--- src/rtl/riscv_defines.sv ---
// Shared definitions for the DIFT tag check path.
// Provides the check-class width and encodings, the default TCR width,
// and the state type of the tag check unit FSM.
package riscv_defines;

  localparam int unsigned CHK_CLASS_WIDTH = 3;

  localparam logic [CHK_CLASS_WIDTH-1:0] CHK_JUMP       = 3'd0;
  localparam logic [CHK_CLASS_WIDTH-1:0] CHK_BRANCH     = 3'd1;
  localparam logic [CHK_CLASS_WIDTH-1:0] CHK_LOAD_ADDR  = 3'd2;
  localparam logic [CHK_CLASS_WIDTH-1:0] CHK_STORE_ADDR = 3'd3;
  localparam logic [CHK_CLASS_WIDTH-1:0] CHK_STORE_DATA = 3'd4;
  localparam logic [CHK_CLASS_WIDTH-1:0] CHK_EXEC_PC    = 3'd5;

  // One check-enable bit per class.
  localparam int unsigned TCR_WIDTH = 6;

  typedef enum logic [1:0] {
    TCS_IDLE  = 2'd0,
    TCS_REQ   = 2'd1,
    TCS_DRAIN = 2'd2
  } tag_chk_state_e;

endpackage

--- src/rtl/riscv_tag_check_policy.sv ---
// Combinational tag check policy: selects the source tag relevant to the
// check class and gates it with the class enable bit from the TCR.
// Ports:
//   chk_class_i - check class (CHK_*), classes 6/7 never hit
//   tag_a_i     - rs1 tag
//   tag_b_i     - rs2 tag
//   tag_pc_i    - PC tag
//   tcr_i       - TCR enable bits, indexed by class
//   hit_o       - selected tag is set and its class is enabled
module riscv_tag_check_policy
  import riscv_defines::*;
#(
  parameter int unsigned TCR_WIDTH = riscv_defines::TCR_WIDTH
) (
  input  logic [CHK_CLASS_WIDTH-1:0] chk_class_i,
  input  logic                       tag_a_i,
  input  logic                       tag_b_i,
  input  logic                       tag_pc_i,
  input  logic [TCR_WIDTH-1:0]       tcr_i,
  output logic                       hit_o
);

  always_comb begin
    hit_o = 1'b0;
    case (chk_class_i)
      CHK_JUMP:       hit_o = tcr_i[0] & tag_a_i;
      CHK_BRANCH:     hit_o = tcr_i[1] & (tag_a_i | tag_b_i);
      CHK_LOAD_ADDR:  hit_o = tcr_i[2] & tag_a_i;
      CHK_STORE_ADDR: hit_o = tcr_i[3] & tag_a_i;
      CHK_STORE_DATA: hit_o = tcr_i[4] & tag_b_i;
      CHK_EXEC_PC:    hit_o = tcr_i[5] & tag_pc_i;
      default:        hit_o = 1'b0;
    endcase
  end

endmodule

--- src/rtl/riscv_tag_check_unit.sv ---
// DIFT tag check unit (EX stage). Checks source tags of security-sensitive
// operations against the TCR policy; on a violation it captures class and
// PC, raises a registered exception request held until acknowledged, then
// stalls new checks for DRAIN_CYCLES cycles. Counts violations (saturating).
// Ports:
//   clk, rst_n        - clock, synchronous active-low reset
//   check_valid_i     - checkable operation presented
//   check_ready_o     - unit accepts checks (low stalls EX)
//   check_class_i     - check class
//   tag_a_i/tag_b_i/tag_pc_i - rs1/rs2/PC tags
//   pc_i              - PC of checked instruction
//   tcr_i             - TCR enable bits
//   exc_req_o/exc_ack_i - exception request / acknowledge
//   exc_cause_o/exc_pc_o - class and PC of captured violation
//   viol_cnt_o/cnt_clr_i - saturating violation count / clear
module riscv_tag_check_unit
  import riscv_defines::*;
#(
  parameter int unsigned TCR_WIDTH    = riscv_defines::TCR_WIDTH,
  parameter int unsigned CNT_WIDTH    = 8,
  parameter int unsigned DRAIN_CYCLES = 2
) (
  input  logic                       clk,
  input  logic                       rst_n,
  input  logic                       check_valid_i,
  output logic                       check_ready_o,
  input  logic [CHK_CLASS_WIDTH-1:0] check_class_i,
  input  logic                       tag_a_i,
  input  logic                       tag_b_i,
  input  logic                       tag_pc_i,
  input  logic [31:0]                pc_i,
  input  logic [TCR_WIDTH-1:0]       tcr_i,
  output logic                       exc_req_o,
  input  logic                       exc_ack_i,
  output logic [CHK_CLASS_WIDTH-1:0] exc_cause_o,
  output logic [31:0]                exc_pc_o,
  output logic [CNT_WIDTH-1:0]       viol_cnt_o,
  input  logic                       cnt_clr_i
);

  localparam logic [3:0] DRAIN_LOAD = 4'(DRAIN_CYCLES - 1);

  tag_chk_state_e             state_q, state_d;
  logic [3:0]                 drain_q, drain_d;
  logic                       exc_req_q, exc_req_d;
  logic [CHK_CLASS_WIDTH-1:0] cause_q, cause_d;
  logic [31:0]                pc_q, pc_d;
  logic [CNT_WIDTH-1:0]       cnt_q, cnt_d;
  logic                       policy_hit;
  logic                       violation;

  riscv_tag_check_policy #(
    .TCR_WIDTH(TCR_WIDTH)
  ) u_policy (
    .chk_class_i(check_class_i),
    .tag_a_i    (tag_a_i),
    .tag_b_i    (tag_b_i),
    .tag_pc_i   (tag_pc_i),
    .tcr_i      (tcr_i),
    .hit_o      (policy_hit)
  );

  assign check_ready_o = (state_q == TCS_IDLE);
  assign violation     = check_valid_i & check_ready_o & policy_hit;

  always_comb begin
    state_d = state_q;
    drain_d = drain_q;
    cause_d = cause_q;
    pc_d    = pc_q;
    cnt_d   = cnt_q;

    case (state_q)
      TCS_IDLE: begin
        if (violation) begin
          state_d = TCS_REQ;
          cause_d = check_class_i;
          pc_d    = pc_i;
        end
      end
      TCS_REQ: begin
        if (exc_ack_i) begin
          state_d = TCS_DRAIN;
          drain_d = DRAIN_LOAD;
        end
      end
      TCS_DRAIN: begin
        if (drain_q == '0) begin
          state_d = TCS_IDLE;
        end else begin
          drain_d = drain_q - 4'd1;
        end
      end
      default: state_d = TCS_IDLE;
    endcase

    // Clear wins over a same-cycle increment; the exception is still raised.
    if (cnt_clr_i) begin
      cnt_d = '0;
    end else if (violation && (cnt_q != '1)) begin
      cnt_d = cnt_q + 1'b1;
    end

    exc_req_d = (state_d == TCS_REQ);
  end

  always_ff @(posedge clk) begin
    if (!rst_n) begin
      state_q   <= TCS_IDLE;
      drain_q   <= '0;
      exc_req_q <= 1'b0;
      cause_q   <= '0;
      pc_q      <= '0;
      cnt_q     <= '0;
    end else begin
      state_q   <= state_d;
      drain_q   <= drain_d;
      exc_req_q <= exc_req_d;
      cause_q   <= cause_d;
      pc_q      <= pc_d;
      cnt_q     <= cnt_d;
    end
  end

  assign exc_req_o   = exc_req_q;
  assign exc_cause_o = cause_q;
  assign exc_pc_o    = pc_q;
  assign viol_cnt_o  = cnt_q;

endmodule

--- config.mk ---
export PLATFORM = sky130hd
export DESIGN_NAME = riscv_tag_check_unit
export DESIGN_NICKNAME = d
export VERILOG_FILES = /design/src/rtl/riscv_defines.sv /design/src/rtl/riscv_tag_check_policy.sv /design/src/rtl/riscv_tag_check_unit.sv
export SDC_FILE = /design/constraint.sdc
export NUM_CORES = 1
export LEC_CHECK = 0
export CAP_MARGIN = 20
export CORE_MARGIN = 5
export CORE_UTILIZATION = 60
export DETAILED_ROUTE_END_ITERATION = 16
export DONT_BUFFER_PORTS = 1
export HOLD_SLACK_MARGIN = 0.05
export PLACE_DENSITY = 0.76
export REMOVE_ABC_BUFFERS = 1
export SLEW_MARGIN = 25
export SYNTH_ARGS = -nofsm -noshare
export SYNTH_HDL_FRONTEND = slang
export SYNTH_HIERARCHICAL = 1
export SYNTH_SLANG_ARGS = --single-unit
--- constraint.sdc ---
create_clock -name clk -period 2.8 [get_ports clk]
set_clock_uncertainty 0.05 [all_clocks]
set_input_delay 0.56 -clock clk [delete_from_list [all_inputs] [get_ports clk]]
set_output_delay 0.56 -clock clk [all_outputs]
set_load 0.01 [all_outputs]
=== Word level (Yosys, flattened, before mapping) ===
Cells that the tools add are included.
Widths: inputs -> output; s select.

* Bitwise gates (word level): 10
* Reductions and logical operators: 8
* Add/sub/neg operators: 2
* Multiplexer cells: 8
* Equal/unequal tests: 11

{| class="wikitable"
|+ Operators by type and width
! cell !! count
|-
| $add 8x1->8 const B || 1
|-
| $and 1x1->1 || 8
|-
| $mux 4 || 2
|-
| $ne 8x8->1 const B || 1
|-
| $pmux 4 s2 || 1
|-
| $eq 3x2->1 const B || 2
|-
| $eq 3x3->1 const B || 2
|-
| $mux 2 || 3
|-
| $pmux 1 s6 || 1
|-
| $pmux 2 s3 || 1
|-
| $eq 2x1->1 const B || 2
|-
| $logic_not 4->1 || 1
|-
| $ne 2x2->1 const B || 2
|-
| $sub 4x1->4 const B || 1
|-
| $eq 3x1->1 const B || 1
|-
| $logic_not 3->1 || 1
|-
| $reduce_and 3->1 || 1
|-
| $eq 2x2->1 const B || 1
|-
| $logic_not 2->1 || 1
|-
| $reduce_and 2->1 || 1
|-
| $reduce_bool 2->1 || 1
|-
| $reduce_or 2->1 || 1
|-
| $logic_and 1x1->1 || 1
|-
| $not 1->1 || 1
|-
| $or 1x1->1 || 1
|}

* Register bits after elaboration: 50
* Bits of input ports: 49
* Word-level logic and storage cells: 45
* Output and inout bits: 45

=== Longest topological paths before layout ===
* Word-level depth: 7
* Gate-level depth with buffers: 8
* Mapped depth without buffers: 7

=== Hierarchy ===
The synthesis kept the hierarchy.

{| class="wikitable"
|+ Modules (own cells, without submodules)
! module !! sequential area each (um2) !! cells each !! times used !! area each (um2)
|-
| riscv_tag_check_unit || 1001.0 || 231 || 1 || 1989.4
|-
| riscv_tag_check_policy || 0.0 || 8 || 1 || 67.6
|}

=== Worst setup path before layout ===
No wires, ideal clock.

* Path type: input -> register
* Start point: in tag_b_i
* End point: reg cnt_q[7], in the netlist viol_cnt_o[7]
* Library setup time: 0.123 ns
* Required time: 2.627 ns
* Data arrival time: 2.080 ns
* Cell stages on the path: 7
* Path buffers: 0
* Slack: 0.547 ns
* Cells stage by stage: o21ai_1 -> mux4_2 -> o21ai_2 -> and4bb_2 -> o211ai_2 -> nor3_1 -> mux2_1

* Longest elaborated chain between the ends: 5
* Elaborated cells between the ends (all ways): 6
* Those cells by class: mux: 1; bitwise: 4; reduce/logical: 1

{| class="wikitable"
|+ RTL lines
! item !! RTL line !! RTL
|-
| start, declared || riscv_tag_check_unit.sv:29 || <nowiki>input logic tag_b_i,</nowiki>
|-
| $or 1x1->1 || riscv_tag_check_policy.sv:27 || <nowiki>CHK_BRANCH: hit_o = tcr_i[1] & (tag_a_i | tag_b_i);</nowiki>
|-
| $and 1x1->1 || riscv_tag_check_policy.sv:27 ||
|-
| $pmux 1 s6 (*) || riscv_tag_check_policy.sv:25 || <nowiki>case (chk_class_i)</nowiki>
|-
| via policy_hit || riscv_tag_check_unit.sv:49 || <nowiki>logic policy_hit;</nowiki>
|-
| $and 1x1->1 (*) || riscv_tag_check_unit.sv:64 || <nowiki>assign violation = check_valid_i & check_ready_o & policy_hit;</nowiki>
|-
| $logic_and 1x1->1 (*) || riscv_tag_check_unit.sv:100 || <nowiki>end else if (violation && (cnt_q != '1)) begin</nowiki>
|-
| end signal, assigned || riscv_tag_check_unit.sv:121 || <nowiki>cnt_q <= cnt_d;</nowiki>
|-
| end, declared || riscv_tag_check_unit.sv:48 || <nowiki>logic [CNT_WIDTH-1:0] cnt_q, cnt_d;</nowiki>
|}

The timed path passes the listed nets; every way through them passes the cells marked *.
A chain may end at the register's enable or synchronous reset.

=== Worst setup path in the final report ===
* Start point: in tag_b_i
* End point: reg cnt_q[6], in the netlist viol_cnt_o[6]

The elaborated chain is that of the path after synthesis.

==> flow_metrics.env <==
export IMPL_min_to="state_q[0]$_SDFF_PN0_"
export IMPL_yosysWarnings=6
export IMPL_grt_usage_pct=18.3
export IMPL_crit_path_start_kind="input port"
export IMPL_rows=21
export IMPL_synth_edff_count=0
export IMPL_cts_tree="yes"
export IMPL_peakVddDrop_uv=304
export IMPL_hp_start="rst_n"
export IMPL_yosys_register_bits=50
export IMPL_r2r_start="viol_cnt_o[0]$_SDFFE_PP0P_"
export IMPL_netlist_area_um2=2060
export IMPL_finalSetupViolCount=0
export IMPL_postRouteWirelength_mm=4.29
export IMPL_start_util_pct=61.6
export IMPL_cts_root_buf="clkbuf_4"
export IMPL_path_buf_inv=1
export IMPL_hpwl_mm=3.14
export IMPL_post_cts_setup_buffer_count=0
export IMPL_timing_rr_end="viol_cnt_o[7]$_SDFFE_PP0P_"
export IMPL_rsz0062_at_grt="false"
export IMPL_synth_area_leader_cell="dfxtp_1"
export IMPL_syn_avg_cell_area_um2=8.61
export IMPL_antennaDiodeCount=0
export IMPL_yosysTopAreaCellShare_pct=48.7
export IMPL_cts_sinks=50
export IMPL_cpMaxStageDelayCell="mux4_2"
export IMPL_outcome="complete, no violations"
export IMPL_antenna_found_initial=0
export IMPL_clk_pin_slew_ns=0.13
export IMPL_required_ns=2.99
export IMPL_synth_cells=239
export IMPL_hold_depth=1
export IMPL_cpMostUsedCell="o21ai_1"
export IMPL_h_tree_depth=2
export IMPL_final_hold_violation_count=0
export IMPL_fmax_mhz=482
export IMPL_timing_hold_ws_ns=0.265
export IMPL_die_x_um=68.6
export IMPL_placed_area_um2=2080
export IMPL_relSlewSlack_pct=75.0
export IMPL_worst_pin_slew_ns=0.372
export IMPL_cts_buffers=5
export IMPL_cts_resized=0
export IMPL_ant_nets=0
export IMPL_rr_worst_depth=5
export IMPL_crit_chain="o21ai_1 -> mux4_2 -> o21ai_2 -> and4bb_2 -> buf_4 -> o21ai_1 -> o31ai_1 -> a21oi_1"
export IMPL_nets=287
export IMPL_setup_worst_path_class="input port to register"
export IMPL_slew_viol_final=0
export IMPL_grt_pass1_wl_mm=6.44
export IMPL_place_congestion=0.738
export IMPL_stdcell_area_um2=2140
export IMPL_cp_slowest_stage_delay_ns=0.46
export IMPL_p_leak_nw=0.769
export IMPL_async_reset_ff_share_pct=0
export IMPL_ctsHoldBuffers=0
export IMPL_cp_max_fo=20
export IMPL_drcViolationCount=0
export IMPL_utilization_pct=64.2
export IMPL_report_power_total_w=0.00116
export IMPL_grt_start_max_net_pins=45
export IMPL_setup_tns_ns=0
export IMPL_ios=94
export IMPL_grt_pass1_vias=1415
export IMPL_drive_above_1_share_pct=5.91
export IMPL_drt_iter0_drc=85
export IMPL_min_path_type="input port to register"
export IMPL_die_h_um=68.6
export IMPL_fin_crit_ns=2.07
export IMPL_synth_distinct_cells=37
export IMPL_crit_path_end_kind="register"
export IMPL_vias_per_cell=5.53
export IMPL_first_pass_iters=4
export IMPL_clk_latency_ns=0.35
export IMPL_yosys_top_cells_area="dfxtp_1, nand2_1, a21boi_1, xor2_1, nor2_1"
export IMPL_r2r_slack_ns=1.08
export IMPL_avgRoutedWirePerCell_um=15.2
export IMPL_die_area_um2=4700
export IMPL_maxCapViolations=0
export IMPL_fill_cells=310
export IMPL_clockBufferDepth=2
export IMPL_overflow=0
export IMPL_seq_area_frac_synth_pct=48.7
export IMPL_numPortBuffers=0
export IMPL_cellPowerDensity_nw_per_um2=544
export IMPL_core_region_area_um2=3340
export IMPL_worstPathArrival_ns=2.27
export IMPL_syn2layout_area_growth_pct=4.08
export IMPL_final_min_period_over_clock_period_pct=74.1
export IMPL_vias=1564
export IMPL_cp_top_family="compound AO/OA/AOI/OAI gates"
export IMPL_synth_ff_type="dfxtp_1"
through the flow:
stage	setup slack, ns	cells
3_5_place_dp	0.334	275
4_1_cts	0.749	283
5_1_grt	0.659	283
6_report	0.726	283
2_1_floorplan	-0.187	226
3_3_place_gp	0.380	275
power breakdown:
group / internal [W] / switching (W) / total, W / leakage [nW]
Sequential: 0.000733 / 0.0000247 / 0.000758 / 0.405
Clock: 0.000122 / 0.000210 / 0.000332 / 0.0353
Combinational: 0.0000346 / 0.0000391 / 0.0000737 / 0.329
Total: 0.000890 / 0.000274 / 0.00116 / 0.769
cells by family after synthesis:
group	synth area share [%]
XOR/XNOR	1.70
AO/OA/AOI/OAI	18.2
AND/OR/NAND/NOR	24.0
adder cells (fa/ha/maj)	1.22
flip-flops	48.7
buffers and inverters	3.47
multiplexers	2.68
metal layers:
layer	vias up	track usage, %	share of wire, %
met1	704	20.9	40
li1	789	-	-
met3	6	8.91	14
met5	-	0	0
met4	0	6.70	1.1
met2	65	29.4	45
synth_stat cells, types with 3 or more instances:
| library cell | number |
|---|---|
| buf_2 | 6 |
| nand4b_1 | 3 |
| clkbuf_1 | 4 |
| xor2_1 | 4 |
| buf_1 | 3 |
| o21ai_1 | 5 |
| nor2_1 | 9 |
| a21boi_1 | 35 |
| dfxtp_1 | 50 |
| inv_1 | 4 |
| nand2_1 | 80 |
cell type report:
cell class,count,area [um2],share of cell area (%)
Clock buffer,7,55.1,2.57
Clock inverter,1,5.00,0.234
Multi-Input combinational cell,172,985,46.0
Inverter,4,15.0,0.701
Tap cell,46,57.6,2.69
Sequential cell,50,1000,46.8
Timing Repair Buffer,3,22.5,1.05
cell usage in the layout (no fill, tap or decap), types with 2 or more instances in the layout:
cell      count
buf_4         3
and2_1        2
mux2_1        2
dfxtp_1      50
nor2_1        9
nor3_1        2
ha_1          2
clkbuf_4      5
a21oi_1       2
xor2_1        4
nand3_1       2
nand2_1      80
inv_1         4
nand4b_1      3
a21boi_1     35
o21ai_1       5
nor3b_1       2
o21a_1        2
nand3b_1      2
nand2b_1      2
state kept, by name, summed over array words and instances (netlist names):
name / cells
exc_pc_o: 32
viol_cnt_o: 8
drain_q: 4
exc_cause_o: 3
state_q: 2
exc_req_o: 1
worst max-delay path by stage:
stage                 start                    endpoint  slack [ns]  cells past startpoint
finish              tag_b_i  viol_cnt_o[6]$_SDFFE_PP0P_        0.73                      8
global route        tag_b_i  viol_cnt_o[6]$_SDFFE_PP0P_        0.66                      8
CTS                 tag_b_i  viol_cnt_o[6]$_SDFFE_PP0P_        0.75                      8
detailed placement  tag_b_i  viol_cnt_o[6]$_SDFFE_PP0P_        0.33                      8
global placement    tag_b_i  viol_cnt_o[6]$_SDFFE_PP0P_        0.38                      8
floorplan           tag_b_i  viol_cnt_o[6]$_SDFFE_PP0P_       -0.19                      6
(Power assumes the default switching activity.)
